<file path="config.mk">
export PLATFORM = sky130hd
export DESIGN_NAME = fetch_stage
export DESIGN_NICKNAME = d
export VERILOG_FILES = /design/src/rtl/fetch_stage_pkg.sv /design/src/rtl/fetch_stage_if_id_reg.sv /design/src/rtl/fetch_stage.sv
export SDC_FILE = /design/constraint.sdc
export NUM_CORES = 1
export LEC_CHECK = 0
export ABC_AREA = 1
export CAP_MARGIN = 15
export CORE_UTILIZATION = 42
export CTS_BUF_LIST = sky130_fd_sc_hd__clkbuf_4
export CTS_CLUSTER_SIZE = 8
export DETAILED_ROUTE_END_ITERATION = 10
export GPL_ROUTABILITY_DRIVEN = 0
export PLACE_DENSITY = 0.84
export SLEW_MARGIN = 30
export SYNTH_ARGS = -nofsm -noshare
export SYNTH_HDL_FRONTEND = slang
export SYNTH_HIERARCHICAL = 1
export SYNTH_SLANG_ARGS = --single-unit
</file>
<file path="constraint.sdc">
create_clock -name clk -period 2 [get_ports clk]
set_clock_uncertainty 0.2 [all_clocks]
set_input_delay 0.4 -clock clk [delete_from_list [all_inputs] [get_ports clk]]
set_output_delay 0.4 -clock clk [all_outputs]
set_load 0.1 [all_outputs]
</file>
<file path="src/rtl/fetch_stage_pkg.sv">
// Shared types and constants for the instruction-fetch stage and its pipeline register.
package fetch_stage_pkg;

    localparam int unsigned XLEN = 32;

    localparam logic [1:0] PC_SRC_SEQ    = 2'b00;
    localparam logic [1:0] PC_SRC_BRANCH = 2'b01;
    localparam logic [1:0] PC_SRC_JUMP   = 2'b10;
    localparam logic [1:0] PC_SRC_JR     = 2'b11;

    localparam logic [XLEN-1:0] NOP_ENC = 32'h0000_0000;

    typedef enum logic [1:0] {
        S_BOOT  = 2'd0,
        S_FETCH = 2'd1,
        S_DROP  = 2'd2
    } fetch_state_e;

    // Sequential PC increment; wraps modulo 2^32.
    function automatic logic [XLEN-1:0] pc_inc(input logic [XLEN-1:0] pc);
        return XLEN'(pc + XLEN'(4));
    endfunction

endpackage

</file>
<file path="src/rtl/fetch_stage_if_id_reg.sv">
// Generic stage register with hold / flush / load; anything not loaded becomes a bubble.
module if_id_reg
    import fetch_stage_pkg::*;
#(
    parameter logic [XLEN-1:0] NOP_INSTR = NOP_ENC
) (
    input  logic            clk,
    input  logic            reset,
    input  logic            hold,
    input  logic            flush,
    input  logic            load,
    input  logic [XLEN-1:0] next_instr,
    input  logic [XLEN-1:0] next_pc_plus4,
    output logic [XLEN-1:0] instr,
    output logic [XLEN-1:0] pc_plus4,
    output logic            valid
);

    // Priority: reset > hold > flush > load > bubble.
    always_ff @(posedge clk) begin
        if (reset) begin
            instr    <= NOP_INSTR;
            pc_plus4 <= '0;
            valid    <= 1'b0;
        end else if (hold) begin
            instr    <= instr;
            pc_plus4 <= pc_plus4;
            valid    <= valid;
        end else if (load && !flush) begin
            instr    <= next_instr;
            pc_plus4 <= next_pc_plus4;
            valid    <= 1'b1;
        end else begin
            instr    <= NOP_INSTR;
            pc_plus4 <= '0;
            valid    <= 1'b0;
        end
    end

endmodule

</file>
<file path="src/rtl/fetch_stage.sv">
// IF stage: PC register, next-PC select, imem request handshake and IF/ID register.
// Optional performance counters are built when FETCH_PERF_CNT_EN is defined.
module fetch_stage
    import fetch_stage_pkg::*;
#(
    parameter logic [XLEN-1:0] RESET_PC  = 32'h0000_0000,
    parameter logic [XLEN-1:0] NOP_INSTR = NOP_ENC
) (
    input  logic            clk,
    input  logic            reset,
    input  logic            stall_f,
    input  logic            stall_d,
    input  logic [1:0]      pc_src_d,
    input  logic [XLEN-1:0] branch_target_d,
    input  logic [XLEN-1:0] jump_target_d,
    input  logic [XLEN-1:0] jr_target_d,
    output logic            imem_req,
    output logic [XLEN-1:0] imem_addr,
    input  logic [XLEN-1:0] imem_rdata,
    input  logic            imem_ready,
    output logic [XLEN-1:0] pc_f,
    output logic [XLEN-1:0] instr_d,
    output logic [XLEN-1:0] pc_plus4_d,
    output logic            valid_d,
    output logic            fetch_busy
`ifdef FETCH_PERF_CNT_EN
    ,
    output logic [XLEN-1:0] perf_fetched,
    output logic [XLEN-1:0] perf_wait,
    output logic [XLEN-1:0] perf_redirect
`endif
);

    fetch_state_e    state;
    fetch_state_e    state_next;
    logic [XLEN-1:0] redir_pc;
    logic [XLEN-1:0] redir_pc_next;
    logic [XLEN-1:0] pc_next;
    logic [XLEN-1:0] target;
    logic            redirect;
    logic            ifid_load;

    assign redirect   = (pc_src_d != PC_SRC_SEQ) && !stall_d;
    assign imem_addr  = pc_f;
    assign fetch_busy = imem_req && !imem_ready;

    always_comb begin
        target = branch_target_d;
        case (pc_src_d)
            PC_SRC_BRANCH: target = branch_target_d;
            PC_SRC_JUMP:   target = jump_target_d;
            PC_SRC_JR:     target = jr_target_d;
            default:       target = branch_target_d;
        endcase
    end

    // State register; the request flag is registered from the next state.
    always_ff @(posedge clk) begin
        if (reset) begin
            state    <= S_BOOT;
            imem_req <= 1'b0;
        end else begin
            state    <= state_next;
            imem_req <= (state_next != S_BOOT);
        end
    end

    // Next state: a redirect during an outstanding request must wait it out in S_DROP.
    always_comb begin
        state_next = state;
        case (state)
            S_BOOT:  state_next = S_FETCH;
            S_FETCH: if (!imem_ready && redirect) state_next = S_DROP;
            S_DROP:  if (imem_ready) state_next = S_FETCH;
            default: state_next = S_BOOT;
        endcase
    end

    // PC / pending-redirect selection and IF/ID load decision.
    always_comb begin
        pc_next       = pc_f;
        redir_pc_next = redir_pc;
        ifid_load     = 1'b0;
        case (state)
            S_BOOT: begin
                if (redirect) pc_next = target;
            end
            S_FETCH: begin
                if (imem_ready) begin
                    if (redirect) begin
                        pc_next = target;
                    end else if (!stall_f) begin
                        pc_next   = pc_inc(pc_f);
                        ifid_load = 1'b1;
                    end
                end else if (redirect) begin
                    redir_pc_next = target;
                end
            end
            S_DROP: begin
                if (redirect) redir_pc_next = target;
                if (imem_ready) pc_next = redirect ? target : redir_pc;
            end
            default: ;
        endcase
    end

    always_ff @(posedge clk) begin
        if (reset) begin
            pc_f     <= RESET_PC;
            redir_pc <= '0;
        end else begin
            pc_f     <= pc_next;
            redir_pc <= redir_pc_next;
        end
    end

    if_id_reg #(
        .NOP_INSTR (NOP_INSTR)
    ) u_if_id_reg (
        .clk           (clk),
        .reset         (reset),
        .hold          (stall_d),
        .flush         (redirect),
        .load          (ifid_load),
        .next_instr    (imem_rdata),
        .next_pc_plus4 (pc_inc(pc_f)),
        .instr         (instr_d),
        .pc_plus4      (pc_plus4_d),
        .valid         (valid_d)
    );

`ifdef FETCH_PERF_CNT_EN
    always_ff @(posedge clk) begin
        if (reset) begin
            perf_fetched  <= '0;
            perf_wait     <= '0;
            perf_redirect <= '0;
        end else begin
            if (ifid_load && !stall_d && !redirect) perf_fetched <= XLEN'(perf_fetched + 1'b1);
            if (fetch_busy) perf_wait <= XLEN'(perf_wait + 1'b1);
            if (redirect) perf_redirect <= XLEN'(perf_redirect + 1'b1);
        end
    end
`endif

endmodule

</file>
After elaboration in Yosys (flattened, before gate mapping)

Cells that the tools add are included.

Register bits after elaboration: 132
Bits in latches: 0
RAM bits: 0
Memory bits (read-only): 0
Output and inout port bits: 131
Logic and storage cells: 51
Memories: 0

Add/sub/neg operators: 1
Multipliers: 0
Div/mod/pow operators: 0
$lt $le $gt $ge: 0
Equality and inequality tests: 9
Shift-type cells: 0
Muxes and demuxes: 20
Bitwise logic cells: 0
Reductions and logical operators: 14

Operator list:

| operator              | count |
|---|---|
| $mux 32               | 9 |
| $pmux 32 s2           | 2 |
| $pmux 32 s3           | 1 |
| $add 32x3->32 const B | 1 |
| $ne 2x2->1 const B    | 4 |
| $eq 2x2->1 const B    | 3 |
| $pmux 2 s3            | 1 |
| $reduce_bool 2->1     | 3 |
| $mux 1                | 5 |
| $reduce_and 5->1      | 1 |
| $logic_and 1x1->1     | 4 |
| $mux 2                | 2 |
| $logic_not 1->1       | 3 |
| $ne 3x3->1 const B    | 1 |
| $reduce_bool 3->1     | 1 |
| $eq 2x1->1 const B    | 1 |
| $logic_not 2->1       | 1 |
| $reduce_and 2->1      | 1 |

Longest topological paths before layout

Gate-level depths: netlist (run 1).

Depth in word-level cells: 7
Gate-level depth with buffers: 13
Mapped depth without buffers: 12

Modules after synthesis

Netlist (run 1), hierarchy kept.

Modules (own cells, without submodules):

| module      | instances | cells each | area an instance (sq um) |
|---|---|---|---|
| fetch_stage | 1         | 817        | 4,927.2 |
| if_id_reg   | 1         | 297        | 2,516.2 |

Worst setup path before layout (run 1)

No wires, ideal clock.

Path type: register to output
Start point: register imem_req
End point: output fetch_busy
Arrival: 2.297 ns
Required time: 1.400 ns
Setup slack: -0.897 ns
Stages on the path, launching flop included: 3
Buffers on the path: 0
Cell sequence: dfxtp_1 -> inv_1 -> nor2_1

Longest elaborated chain between the ends: 1

Ends and longest elaborated chain:

| element                | RTL line          | text |
|---|---|---|
| from (decl)            | fetch_stage.sv:17 | `output logic imem_req,` |
| from (signal assigned) | fetch_stage.sv:64 | `imem_req <= (state_next != S_BOOT);` |
| $logic_and 1x1->1      | fetch_stage.sv:45 | `assign fetch_busy = imem_req && !imem_ready;` |
| to (decl)              | fetch_stage.sv:25 | `output logic fetch_busy` |

Every way passes these cells.

Final worst setup path (run 1)

Start point: input pc_src_d[0]
End point: register pc_f[31] (netlist: imem_addr[31])

Longest elaborated chain between the ends: 5
Elaborated cells between the ends (all ways): 14

Ends and longest elaborated chain:

| element                                                 | RTL line                              | text |
|---|---|---|
| from (decl)                                             | fetch_stage.sv:13                     | `input logic [1:0] pc_src_d,` |
| $eq 2x2->1 / $reduce_bool 2->1 (equally long branches)  | fetch_stage.sv:49, fetch_stage.sv:43  |  |
| $pmux 32 s2 / $logic_and 1x1->1 (equally long branches) | fetch_stage.sv:49, fetch_stage.sv:43  |  |
| $mux 32, on equally long branches                       | fetch_stage.sv:86, fetch_stage.sv:90  |  |
| $mux 32, on equally long branches                       | fetch_stage.sv:102, fetch_stage.sv:89 |  |
| $pmux 32 s3                                             | fetch_stage.sv:84                     | `case (state)` |
| to (signal assigned)                                    | fetch_stage.sv:113                    | `pc_f <= pc_next;` |
| to (decl)                                               | fetch_stage.sv:21                     | `output logic [XLEN-1:0] pc_f,` |

Parallel ways exist; a longest one is shown, timed or not. The select of a mux whose other input is x is not followed.
A chain may end at the register's enable or synchronous reset.

==> reports/qor.csv, run 1 <==
metric;value;unit
Gate Count Post-Synth;1114;
Post-Syn Nets;1255;
fmax;473.5;MHz
initial antenna violation count;1;
Top Ports;266;
via count normalized by instance count;5.723;
crit path capture type;flip-flop;
share of cells above drive strength 1;26.23;%
number of global-route vias before repair;8497;
cell with the most instances after synthesis;nand2_1;
final worst-path cycle share;105.6;%
Final Hold Fails;0;
Yosys reg bits;132;
DIE WIDTH;135.1;µm
Reg clk slew, reported paths;0.12;ns
top area cells in the synthesized netlist;dfxtp_1 36%, nand2_1 14%, a21oi_1 10%, o21ai_0 7.0%, buf_4 5.6%;
pin count of the biggest net entering global routing;80;
Main synth FF type;dfxtp_1;
clk_lat worst skew;0.57;ns
Rel. slew slack;51.77;%
fin nets;1531;
Max clock buf depth;2;
Pleak;4.951;nW
worst min-delay path class;input port to flip-flop;
final setup margin;-0.1121;ns
Mean Syn Cell Area;6.682;µm²
Place WS;-0.4838;ns
CP startpoint;pc_src_d[0];
Hold Slack;0.1352;ns
status;finished, violations left;
global-route wire length before repair;42330;µm
Worst setup SP type;input port;
Clock Root Buffer;clkbuf_4;
Filler cells;1176;
failing checks;negative setup slack;
RSZ-0062 raised after global routing;yes;
type of the worst setup path;input port to flip-flop;
Sum Neg Setup Slack;-0.1485;ns
crit-path max FO;10;
HPWL Detailed;19930;µm
top-area cell type share of the netlist area;35.50;%
EDFF count, synth;0;
area of the multi-input gates;0.004179;mm²
register area;0.002710;mm²
worst r2r path cells;12;
sequential area share after synthesis;35.50;%
DR pass1 iterations;6;
r2r setup slk;-0.04;ns
wirelength, routed;28760;µm
Critical R2R Capture;imem_addr[31]$_SDFFE_PP0P_;
worst slew pin tran;0.7187;ns
Critical Path RT;2.24;ns
Final Slew Violations;0;
dpl cell area;0.01191;mm²
WP data arrival;2.35;ns
vias;9323;
H-tree depth;4;
synth cell count leaders;284 x nand2_1, 155 x a21oi_1, 132 x dfxtp_1;
Yosys cell types;33;
Routed WL per cell;17.66;µm
Overall Global Routing Usage;29.38;%
PwrDens;708.0;mW/mm²
CTS tree;yes;
CP endpoint;imem_addr[31]$_SDFFE_PP0P_;
DRC violations left;0;
die area;0.01826;mm²
leading area contributor after synthesis;dfxtp_1;
Final setup viols;4;
MaxCap Viol Count;0;
initial drt markers;1238;
clk sinks;132;
Crit Reg-Reg Startpoint;state[1]$_SDFF_PP0_;
CORE AREA;0.01730;mm²
Final Critical Period;2.112;ns
row count;48;
ys async rst share;0;%
cts bufs inserted;17;
Layout area overhead;70.47;%
VDD IR-drop max;0.0004153;V
grt ovf;0;
Design Area, Final;0.01269;mm²
Initial Util;43.03;%
hold path startpoint;reset;
Die Ht;135.1;µm
post-route ant nets;0;
Port Buf Inserts;265;
Yosys warning count;6;
Synth Cell Area;0.007443;mm²
final core utilization;73.36;%
==> area by class of cell <==
class | instances | share of cell area, %
antenna | 1 | 0.01972
clock buffer | 18 | 1.065
clock inverter | 14 | 1.647
inverter | 58 | 1.805
multi-input combinational | 815 | 32.94
sequential | 132 | 21.36
tap | 225 | 2.219
timing repair buffer | 366 | 38.95
==> report_power, final <==
part           internal (mW)  switching [mW]  total, mW
Sequential              2.77           0.187       2.96
Clock                   1.12            1.04       2.17
Combinational           1.45            2.40       3.86
==> worst min-delay path by stage <==
stage	to	slack, ns	cells past startpoint
5_1_grt	imem_req$_SDFF_PP0_	0.14	3
4_1_cts	imem_req$_SDFF_PP0_	0.12	3
2_1_floorplan	imem_addr[3]$_SDFFE_PP0P_	0.26	1
6_report	u_if_id_reg/pc_plus4[1]$_SDFFE_PP0N_	0.14	3
3_3_place_gp	u_if_id_reg/instr[27]$_SDFFE_PP0N_	0.28	2
3_5_place_dp	u_if_id_reg/instr[27]$_SDFFE_PP0N_	0.29	2
==> worst max-delay path, stage by stage <==
cell	delay, ns
clkdlybuf4s50_1	0.56
nand2_1	0.11
buf_4	0.18
nor2_1	0.09
nor2_1	0.04
o21ai_1	0.38
nand2_1	0.13
a21oi_1	0.21
nand2_1	0.08
nand2_1	0.08
a21oi_1	0.07
==> placed cells by master, fill, tap and decap left out, types with 4 or more instances in the layout <==
cell type / Yosys / routed
ha_4: 0 / 4
dfxtp_2: 0 / 24
o21ai_1: 4 / 15
nand3_1: 29 / 28
inv_1: 51 / 48
inv_2: 6 / 6
nor2_1: 94 / 82
buf_4: 56 / 79
buf_6: 3 / 6
nand2_1: 284 / 268
clkbuf_4: 0 / 18
xor2_1: 5 / 4
o22ai_1: 22 / 22
nor2_4: 1 / 7
o21bai_1: 20 / 20
nand4_1: 67 / 67
clkdlybuf4s50_1: 0 / 131
clkinvlp_4: 0 / 4
nand2_2: 0 / 11
bufinv_16: 0 / 5
o21ai_0: 104 / 91
nor2_2: 0 / 7
dfxtp_1: 132 / 98
a21oi_1: 155 / 146
buf_12: 0 / 142
nand2_4: 0 / 5
a21oi_2: 4 / 12
dfxtp_4: 0 / 10
==> flip-flops by register name, summed over array words and instances, names as in the netlist <==
| signal | count |
|---|---|
| imem_addr | 32 |
| imem_req | 1 |
| redir_pc | 32 |
| state | 2 |
| u_if_id_reg/instr | 32 |
| u_if_id_reg/pc_plus4 | 32 |
| u_if_id_reg/valid | 1 |
==> per-stage QoR <==
stage	power, mW	instances
floorplan	5.136	1114
global placement	6.578	1585
detailed placement	6.627	1585
CTS	8.774	1619
global route	9.268	1629
finish	8.984	1629
==> cells by family after synthesis <==
logic type | synth area share [%]
XOR/XNOR | 1.042
AO/OA/AOI/OAI | 23.10
flip-flops | 35.50
adder cells (fa/ha/maj) | 1.009
buffers and inverters | 11.87
AND/OR/NAND/NOR | 27.48
==> per-layer routing <==
| metal | up-vias | routed length [µm] | track usage [%] |
|---|---|---|---|
| li1 | 4295 | - | - |
| met1 | 4204 | 10420 | 35.21 |
| met2 | 700 | 13970 | 49.40 |
| met3 | 124 | 3173 | 7.357 |
| met4 | 0 | 1192 | 13.11 |
| met5 | - | 0 | 0 |
==> what timing repair did <==
item / CTS / global route
setup endpoints to repair: 30 / 61
buffers inserted: 1 / 6
hold buffers: 0 / 0
endpoints found under the hold margin: 0 / 0
pin swaps: 1 / 13
cloned: 1 / 3
gates resized for setup: 14 / 82
Note: power is estimated with default switching activity, not from simulation.
==> run 2: changes to the inputs <==
Settings changed: HOLD_SLACK_MARGIN set to 0.06.
==> results of run 2 <==
Same layout as run 1: the final DEF is identical, and so are final timing and power.
